===== src/rtl/mem_pkg.sv =====
// Shared types and helpers for the memory-stage access unit.
package mem_pkg;

  localparam int unsigned NUM_LANES = 4;
  localparam logic [1:0] RESULT_SRC_LOAD = 2'b01;

  typedef enum logic [2:0] {
    MODE_B  = 3'b000,
    MODE_H  = 3'b001,
    MODE_W  = 3'b010,
    MODE_BU = 3'b100,
    MODE_HU = 3'b101
  } mem_mode_t;

  typedef enum logic {
    S_IDLE  = 1'b0,
    S_SPLIT = 1'b1
  } state_t;

  // Right-aligned byte mask of the access size; zero for unsupported modes.
  function automatic logic [3:0] size_mask(input logic [2:0] mode);
    case (mode)
      MODE_B, MODE_BU: size_mask = 4'b0001;
      MODE_H, MODE_HU: size_mask = 4'b0011;
      MODE_W:          size_mask = 4'b1111;
      default:         size_mask = 4'b0000;
    endcase
  endfunction

endpackage


===== src/rtl/mem_access_unit_load_align.sv =====
// Combinational load assembly: joins the two halves of a split load,
// shifts the addressed bytes down and applies sign/zero extension.
module load_align
  import mem_pkg::*;
#(
  parameter int unsigned DATA_WIDTH = 32
) (
  input  logic [DATA_WIDTH-1:0] lo,
  input  logic [DATA_WIDTH-1:0] hi,
  input  logic [1:0]            off,
  input  logic [2:0]            mode,
  output logic [DATA_WIDTH-1:0] result
);

  logic                    split;
  logic [2*DATA_WIDTH-1:0] window;
  logic [DATA_WIDTH-1:0]   val;

  // An access is split when its byte mask spills past lane 3.
  assign split  = (({4'b0000, size_mask(mode)} << off) > 8'd15);
  assign window = split ? {hi, lo} : {{DATA_WIDTH{1'b0}}, hi};
  assign val    = DATA_WIDTH'(window >> {off, 3'b000});

  always_comb begin
    result = '0;
    case (mode)
      MODE_B:  result = {{(DATA_WIDTH-8){val[7]}}, val[7:0]};
      MODE_H:  result = {{(DATA_WIDTH-16){val[15]}}, val[15:0]};
      MODE_W:  result = val;
      MODE_BU: result = {{(DATA_WIDTH-8){1'b0}}, val[7:0]};
      MODE_HU: result = {{(DATA_WIDTH-16){1'b0}}, val[15:0]};
      default: result = '0;
    endcase
  end

endmodule


===== src/rtl/mem_access_unit.sv =====
// Memory-stage access unit: byte enables, lane-shifted store data, load
// extension, and a two-state FSM that splits misaligned accesses.
module mem_access_unit
  import mem_pkg::*;
#(
  parameter int unsigned DATA_WIDTH = 32,
  parameter int unsigned ADDR_WORDS = 30
) (
  input  logic                  clk,
  input  logic                  rst,
  input  logic                  RegWriteM,
  input  logic [1:0]            ResultSrcM,
  input  logic                  MemWriteM,
  input  logic [DATA_WIDTH-1:0] ALUResultM,
  input  logic [DATA_WIDTH-1:0] WriteDataM,
  input  logic [2:0]            modeBUM,
  output logic                  StallM,
  output logic [DATA_WIDTH-1:0] ReadDataW,
  output logic                  mem_req,
  output logic                  mem_we,
  output logic [ADDR_WORDS-1:0] mem_addr,
  output logic [NUM_LANES-1:0]  mem_be,
  output logic [DATA_WIDTH-1:0] mem_wdata,
  input  logic [DATA_WIDTH-1:0] mem_rdata
);

  state_t                  state, state_n;
  logic [1:0]              off;
  logic [ADDR_WORDS-1:0]   word_a;
  logic [3:0]              mask;
  logic [7:0]              be_full;
  logic [2*DATA_WIDTH-1:0] wd_full;
  logic                    is_store, is_load, load_ok, store_ok, req_ok, split;
  logic                    ld_n, lo_cap;
  logic                    ld_q;
  logic [1:0]              off_q;
  logic [2:0]              mode_q;
  logic [DATA_WIDTH-1:0]   lo_q;
  logic [DATA_WIDTH-1:0]   ld_result;
  logic                    unused_ok;

  assign unused_ok = RegWriteM;

  // Access decode; the 8-lane views cover both words of a split access.
  assign off      = ALUResultM[1:0];
  assign word_a   = ALUResultM[DATA_WIDTH-1:2];
  assign mask     = size_mask(modeBUM);
  assign be_full  = {4'b0000, mask} << off;
  assign wd_full  = {{DATA_WIDTH{1'b0}}, WriteDataM} << {off, 3'b000};
  assign is_store = MemWriteM;
  assign is_load  = (ResultSrcM == RESULT_SRC_LOAD) && !MemWriteM;
  assign load_ok  = |mask;
  assign store_ok = load_ok && !modeBUM[2];
  assign req_ok   = is_store ? store_ok : (is_load && load_ok);
  assign split    = |be_full[7:4];

  always_ff @(posedge clk) begin
    if (rst) begin
      state  <= S_IDLE;
      ld_q   <= 1'b0;
      lo_q   <= '0;
      off_q  <= '0;
      mode_q <= '0;
    end else begin
      state <= state_n;
      ld_q  <= ld_n;
      if (lo_cap) lo_q <= mem_rdata;
      if (ld_n) begin
        off_q  <= off;
        mode_q <= modeBUM;
      end
    end
  end

  always_comb begin
    state_n   = state;
    StallM    = 1'b0;
    mem_req   = 1'b0;
    mem_we    = 1'b0;
    mem_addr  = word_a;
    mem_be    = '0;
    mem_wdata = wd_full[DATA_WIDTH-1:0];
    ld_n      = 1'b0;
    lo_cap    = 1'b0;
    case (state)
      S_IDLE: begin
        if (req_ok) begin
          mem_req = 1'b1;
          mem_we  = is_store;
          mem_be  = be_full[3:0];
          if (split) begin
            StallM  = 1'b1;
            state_n = S_SPLIT;
          end else begin
            ld_n = is_load;
          end
        end
      end
      S_SPLIT: begin
        mem_req   = req_ok;
        mem_we    = is_store;
        mem_addr  = word_a + ADDR_WORDS'(1);
        mem_be    = be_full[7:4];
        mem_wdata = wd_full[2*DATA_WIDTH-1:DATA_WIDTH];
        ld_n      = is_load && req_ok;
        lo_cap    = is_load && req_ok;
        state_n   = S_IDLE;
      end
      default: state_n = S_IDLE;
    endcase
    // Reset suppresses any request, including the second half of a split.
    if (rst) begin
      mem_req = 1'b0;
      StallM  = 1'b0;
    end
  end

  load_align #(.DATA_WIDTH(DATA_WIDTH)) u_align (
    .lo     (lo_q),
    .hi     (mem_rdata),
    .off    (off_q),
    .mode   (mode_q),
    .result (ld_result)
  );

  assign ReadDataW = ld_q ? ld_result : '0;

endmodule


===== config.mk =====
export PLATFORM = sky130hd
export DESIGN_NAME = mem_access_unit
export DESIGN_NICKNAME = d
export VERILOG_FILES = /design/src/rtl/mem_pkg.sv /design/src/rtl/mem_access_unit_load_align.sv /design/src/rtl/mem_access_unit.sv
export SDC_FILE = /design/constraint.sdc
export NUM_CORES = 1
export LEC_CHECK = 0
export CAP_MARGIN = 15
export CORE_MARGIN = 8
export CORE_UTILIZATION = 42
export DETAILED_ROUTE_END_ITERATION = 10
export PLACE_DENSITY = 0.88
export SLEW_MARGIN = 20
export SYNTH_ARGS = -nofsm -noshare
export SYNTH_HDL_FRONTEND = slang
export SYNTH_SLANG_ARGS = --single-unit

===== constraint.sdc =====
create_clock -name clk -period 2.7 [get_ports clk]
set_input_delay 0.54 -clock clk [delete_from_list [all_inputs] [get_ports clk]]
set_output_delay 0.54 -clock clk [all_outputs]
set_load 0.03 [all_outputs]

# Word-level counts from Yosys, hierarchy flattened
# Index checks and enable logic that the tools add are counted.
[totals]
register_bits = 39
inputBits = 105
output_inout_bits = 101
wordCells = 59
[op_classes]
n_addsub = 1
magnitude_cmp = 1
eq_ne = 9
shift = 4
mux = 24
n_bitwise = 1
reduce_logical = 14
[ops]
columns = ["op", "n"]
rows = [
  ["32-bit case mux with 5 select lines", 1],
  ["32-bit 2-to-1 mux", 2],
  ["64-bit 2-to-1 mux", 1],
  ["32-bit by 5-bit << shifter with 64-bit output", 1],
  ["64-bit by 5-bit right shift with 32-bit output", 1],
  ["30-bit by 1-bit adder with 30-bit output, second input constant", 1],
  ["30-bit 2-to-1 mux", 1],
  ["4-bit case mux with 3 select lines", 2],
  ["4-bit by 2-bit << shifter with 8-bit output", 2],
  ["3-bit equality test, second input constant", 4],
  ["1-bit 2-to-1 mux", 11],
  ["8-bit by 4-bit greater-than comparator with 1-bit output, second input constant", 1],
  ["1-bit case mux with 2 select lines", 4],
  ["4-bit case mux with 2 select lines", 1],
  ["2-bit OR reduction", 4],
  ["4-bit OR reduction", 2],
  ["3-bit by 1-bit equality test with 1-bit output, second input constant", 2],
  ["3-bit by 2-bit equality test with 1-bit output, second input constant", 2],
  ["3-bit zero test", 2],
  ["1-bit logical AND", 4],
  ["4-bit 2-to-1 mux", 1],
  ["2-bit by 1-bit equality test with 1-bit output, second input constant", 1],
  ["1-bit zero test", 2],
  ["1-bit inverter", 1],
]

# Longest topological paths before layout
[logic_depth]
word_depth = 9
mapped_depth = 8
ltp_nobuf = 5

# Hierarchy
# From an unflattened synthesis, not the netlist that was laid out.
[hier_totals]
cells_unflattened = 657
area_unflattened_um2 = 4715.8
[modules_own_cells]
columns = ["module", "n_inst", "cells_per_inst", "area_per_inst_um2", "seq_area_each_um2"]
rows = [
  ["mem_access_unit", 1, 431, 3115.5, 780.7],
  ["load_align", 1, 226, 1600.3, 0.0],
]

# Worst setup path before layout
# Ideal clock, no wire load.
[synth_path]
kind = "input-to-output"
start = "input ALUResultM[0]"
end = "output mem_be[2]"
arrival_time_ns = 2.260
required_time_ns = 2.160
slack_ns = -0.100
cell_stages = 5
path_buffers = 3
path_cell_list = "clkbuf_1 > buf_2 > clkbuf_1 > a21oi_1 > o31ai_1"
[synth_via]
elab_chain_len = 3
[synth_lines]
columns = ["element", "line", "source"]
rows = [
  ["start: declaration", "mem_access_unit.sv:14", "input logic [DATA_WIDTH-1:0] ALUResultM,"],
  ["4-bit by 2-bit << shifter with 8-bit output *", "mem_access_unit.sv:48", "assign be_full = {4'b0000, mask} << off;"],
  ["4-bit 2-to-1 mux", "mem_access_unit.sv:87", "if (req_ok) begin"],
  ["4-bit case mux with 2 select lines *", "mem_access_unit.sv:85", "case (state)"],
  ["end: declaration", "mem_access_unit.sv:22", "output logic [NUM_LANES-1:0] mem_be,"],
]
# Every way passes the cells marked *; elsewhere a longest branch is shown, timed or not.

# Worst setup path in the final report
[layout_path]
start = "register mode_q[1]"
end = "output ReadDataW[12]"
[layout_via]
elab_chain_len = 9
elab_cells_between_ends = 14
cone_classes = "order compare (1); eq/ne (4); shift (2); mux (4); reduce/logical (3)"
[layout_lines]
columns = ["element", "line", "source"]
rows = [
  ["start: declaration", "mem_access_unit.sv:37", "logic [2:0] mode_q;"],
  ["start signal: assignment", "mem_access_unit.sv:70", "mode_q <= modeBUM;"],
  ["3-bit by 1-bit equality test with 1-bit output (tied with other cells)", "mem_pkg.sv:22, mem_access_unit_load_align.sv:26", ""],
  ["2-bit OR reduction", "mem_pkg.sv:22", "case (mode)"],
  ["4-bit case mux with 3 select lines", "mem_pkg.sv:22", ""],
  ["4-bit by 2-bit << shifter with 8-bit output", "mem_access_unit_load_align.sv:20", "assign split = (({4'b0000, size_mask(mode)} << off) > 8'd15);"],
  ["8-bit by 4-bit greater-than comparator with 1-bit output", "mem_access_unit_load_align.sv:20", ""],
  ["64-bit 2-to-1 mux", "mem_access_unit_load_align.sv:21", "assign window = split ? {hi, lo} : {{DATA_WIDTH{1'b0}}, hi};"],
  ["64-bit by 5-bit right shift with 32-bit output", "mem_access_unit_load_align.sv:22", "assign val = DATA_WIDTH'(window >> {off, 3'b000});"],
  ["32-bit case mux with 5 select lines *", "mem_access_unit_load_align.sv:26", "case (mode)"],
  ["32-bit 2-to-1 mux *", "mem_access_unit.sv:126", "assign ReadDataW = ld_q ? ld_result : '0;"],
  ["end: declaration", "mem_access_unit.sv:18", "output logic [DATA_WIDTH-1:0] ReadDataW,"],
]
# Marks and branches as above.

==> results <==
## worst max-delay path by stage
stage                   from             to  slack [ns]  cells after the start
5_1_grt            mode_q[1]  ReadDataW[14]       -0.31                     10
3_5_place_dp    mem_rdata[7]  ReadDataW[21]       -0.48                      7
4_1_cts            mode_q[0]  ReadDataW[13]       -0.18                      7
2_1_floorplan  ALUResultM[0]  mem_wdata[23]        0.02                      5
3_3_place_gp    mem_rdata[7]  ReadDataW[22]       -0.45                      7
6_report           mode_q[1]  ReadDataW[12]       -0.29                      8
## routing by layer
layer | part of all wire, % | up-vias | global-route usage, %
met5 | 0 | - | 0
met4 | 5.8 | 0 | 16.59
met3 | 9.6 | 128 | 6.670
met2 | 49 | 473 | 54.01
met1 | 35 | 2924 | 32.70
li1 | - | 2778 | -
## cells by family after synthesis
group | count (synthesis) | share of synthesized area [%]
buffers and inverters | 56 | 5.388
multiplexers | 97 | 24.39
flip-flops | 31 | 14.68
XOR/XNOR | 29 | 6.009
AO/OA/AOI/OAI | 133 | 20.90
adder cells (fa/ha/maj) | 1 | 0.2960
AND/OR/NAND/NOR | 242 | 28.33
## layout make-up
class	instances	share of cell area, %
multi-input cells	502	47.85
repair buffers	348	40.33
flip-flops and latches	31	7.912
well taps	133	2.088
clock buffers	6	1.036
clock inverters	2	0.4396
inverters	6	0.2826
diodes	2	0.06279
## worst register-to-register path: cells and delay by family, from the launching register on
family	cells	cell delay [ns]
flip-flops	1	0.36
AND/OR/NAND/NOR	1	0.07
AO/OA/AOI/OAI	1	0.55
multiplexers	1	0.28
## cells in the final DEF, fill, tap and decap left out, types with 19 or more instances in the layout
cell / netlist / final
dfxtp_1: 31 / 27
buf_6: 1 / 32
nand2b_1: 29 / 29
nor2_1: 57 / 52
o21ai_0: 31 / 21
mux2i_1: 76 / 76
clkdlybuf4s50_1: 0 / 80
nand3_1: 42 / 26
a21oi_1: 21 / 19
xnor2_1: 23 / 21
buf_4: 0 / 191
nand2_1: 55 / 52
## registers in the layout, summed over array words and instances (netlist names)
| name | count |
|---|---|
| ld_q | 1 |
| state | 1 |
| lo_q | 24 |
| mode_q | 3 |
| off_q | 2 |
## where the power goes
group          switching (uW)  internal (uW)  leakage [uW]
clock network             203            299     0.0000612
logic                     496            442       0.00346
registers                3.40            458      0.000252
## timing repair
item,4_1_cts,5_1_grt
buffers inserted,12,7
cloned,2,2
gates resized for setup,207,64
endpoints found under the setup margin,69,62
pin swaps,25,17
## metrics by stage
step	instance area (um^2)	hold slack, ns	cells	TNS [ns]
after floorplan	4237	0.4576	589	0
after global routing	7965	0.5331	1028	-7.632
after CTS	7680	0.5028	1022	-3.355
final	7970	0.5037	1030	-5.412
after global placement	7114	0.4693	1000	-12.17
after detailed placement	7114	0.4864	1000	-14.16
==> impl_results.md <==
* Final min period at 2.994 ns
* Post-layout util at 81.54%
* Flop-to-flop setup slack at 1.33 ns
* Worst stage delay on the critical path at 0.45 ns
* Most common flop cell mapped by yosys: dfxtp_1
* Mean Syn Cell Area at 7.176 um^2
* Worst hold path depth at 2
* Final worst path period share at 110.9%
* RePlAce Congestion at 0.9426
* Slew Limit Fails at 0
* Initial Util at 43.24%
* Post-synth ARST share at 0%
* Gr ovfl total at 0
* Number of iterations in the first detailed-routing pass at 6
* Inserted Clock Buffers at 5
* Synth top cells by count: mux2i_1 (76), nor2_1 (57), nand2_1 (55)
* H-tree Lvls at 2
* Worst path bufs/invs at 3
* Critical R2R Capture: mode_q[1]
* Final worst slack at -0.2943 ns
* DP Wirelength at approximately 16000 um
* ANT nets after route at 0
* Final WL at 22880 um
* Most instantiated library cell after synthesis: mux2i_1
* RSZ-0062 raised after global routing: true
* Area of the multi-input gates at 0.003814 mm^2
* Dpl ws at -0.4835 ns
* Violated checks: negative setup slack
* Area leader, netlist: mux2i_1
* Final Hold Viols at 0
* Die area at 0.01353 mm^2
* Synth Register Bits at 31
* Pwr Total at 1902 uW
* HP Class: reg2reg
* Max Cap Violations at 0
* CTS Hold Buffers Added at 0
* Port bufs at approximately 200
* R2R cell count at 3
* Root Buffer: clkbuf_8
* Leakage at roughly 0.0038 uW
* Placement Rows at 36
* Post-synth EDFFs at 0
* Most used cell, CP: buf_6
* Die height at between 100 and 150 um
* Total track usage at just over 30%
* Post-synthesis to final-layout area growth at 88.57%
* # setup viols final at 33
* PD cells at 238.6 mW/mm^2
* Detail-routed via count per cell at approximately 6
* Max VDD drop at about 0.21 mV
* Drt drc at 0
* Worst-skew pair later-pin latency at 0.30 ns
* Wire per inst at 22.21 um
* Critical path launch point type: flop
* CP Cell Sequence: or3b_4, o21ai_4, buf_6, buf_6, mux2_4, a22oi_2, nand3_2, buf_6
* Max Freq at 334.0 MHz
* Vias post-DR at 6303
* Top post-synthesis cells by area: mux2i_1 (18%), dfxtp_1 (15%), nor2_1 (5.1%)
* Largest delay share family, worst path: simple AND/OR/NAND/NOR gates
* FF+latch area at 630.6 um^2
* Synth top area share at ~18%
* Core Box Area at 0.009774 mm^2
* Filler cell count at between 500 and 600
* DIE WIDTH at between 100 and 150 um
* Crit-path max FO at 5
* Mapped Nets at 695
* Clk_skew at around 0.0088 ns
* Run status: finished, violations left
* Number of library cell types mapped by synthesis at 52
* Iter 0 DRT Violations at around 760
* Worst Path Arrival at 2.45 ns
* Initial antenna violation count at 0
* Slew of the pin with the lowest slew margin at ~0.67 ns
* Yosys warns at 0
* Worst hold path endpoint: lo_q[17]
* Clk sinks at 31
* Max stage delay cell, worst path: or3b_4
* Clk pin slew, worst setup/hold paths at 0.07 ns
* Final #Nets at 1000
* Io pins at 206
* Critical Path RT at around 2.2 ns
* Slew margin rel. at 55.31%
* Mapped Cells at 589
* Largest net degree at the start of global routing at 25
* CTS tree: done
* Seq/Total Area, Yosys at 14.68%
* HP Start: lo_q[17]
* Mapped Area at 0.004227 mm^2
* Share of layout cells above drive strength 1 at 38.21%
* Vias in the first global route at 6391
* R2R Path Start: state
* Critical Path Sink Type: output port
* Setup Crit Path Kind: reg2out
* Max Root-Sink Buffers at 2
* First-pass GRT wire length at 32640 um
No activity file was read; power rests on OpenSTA's default activity.
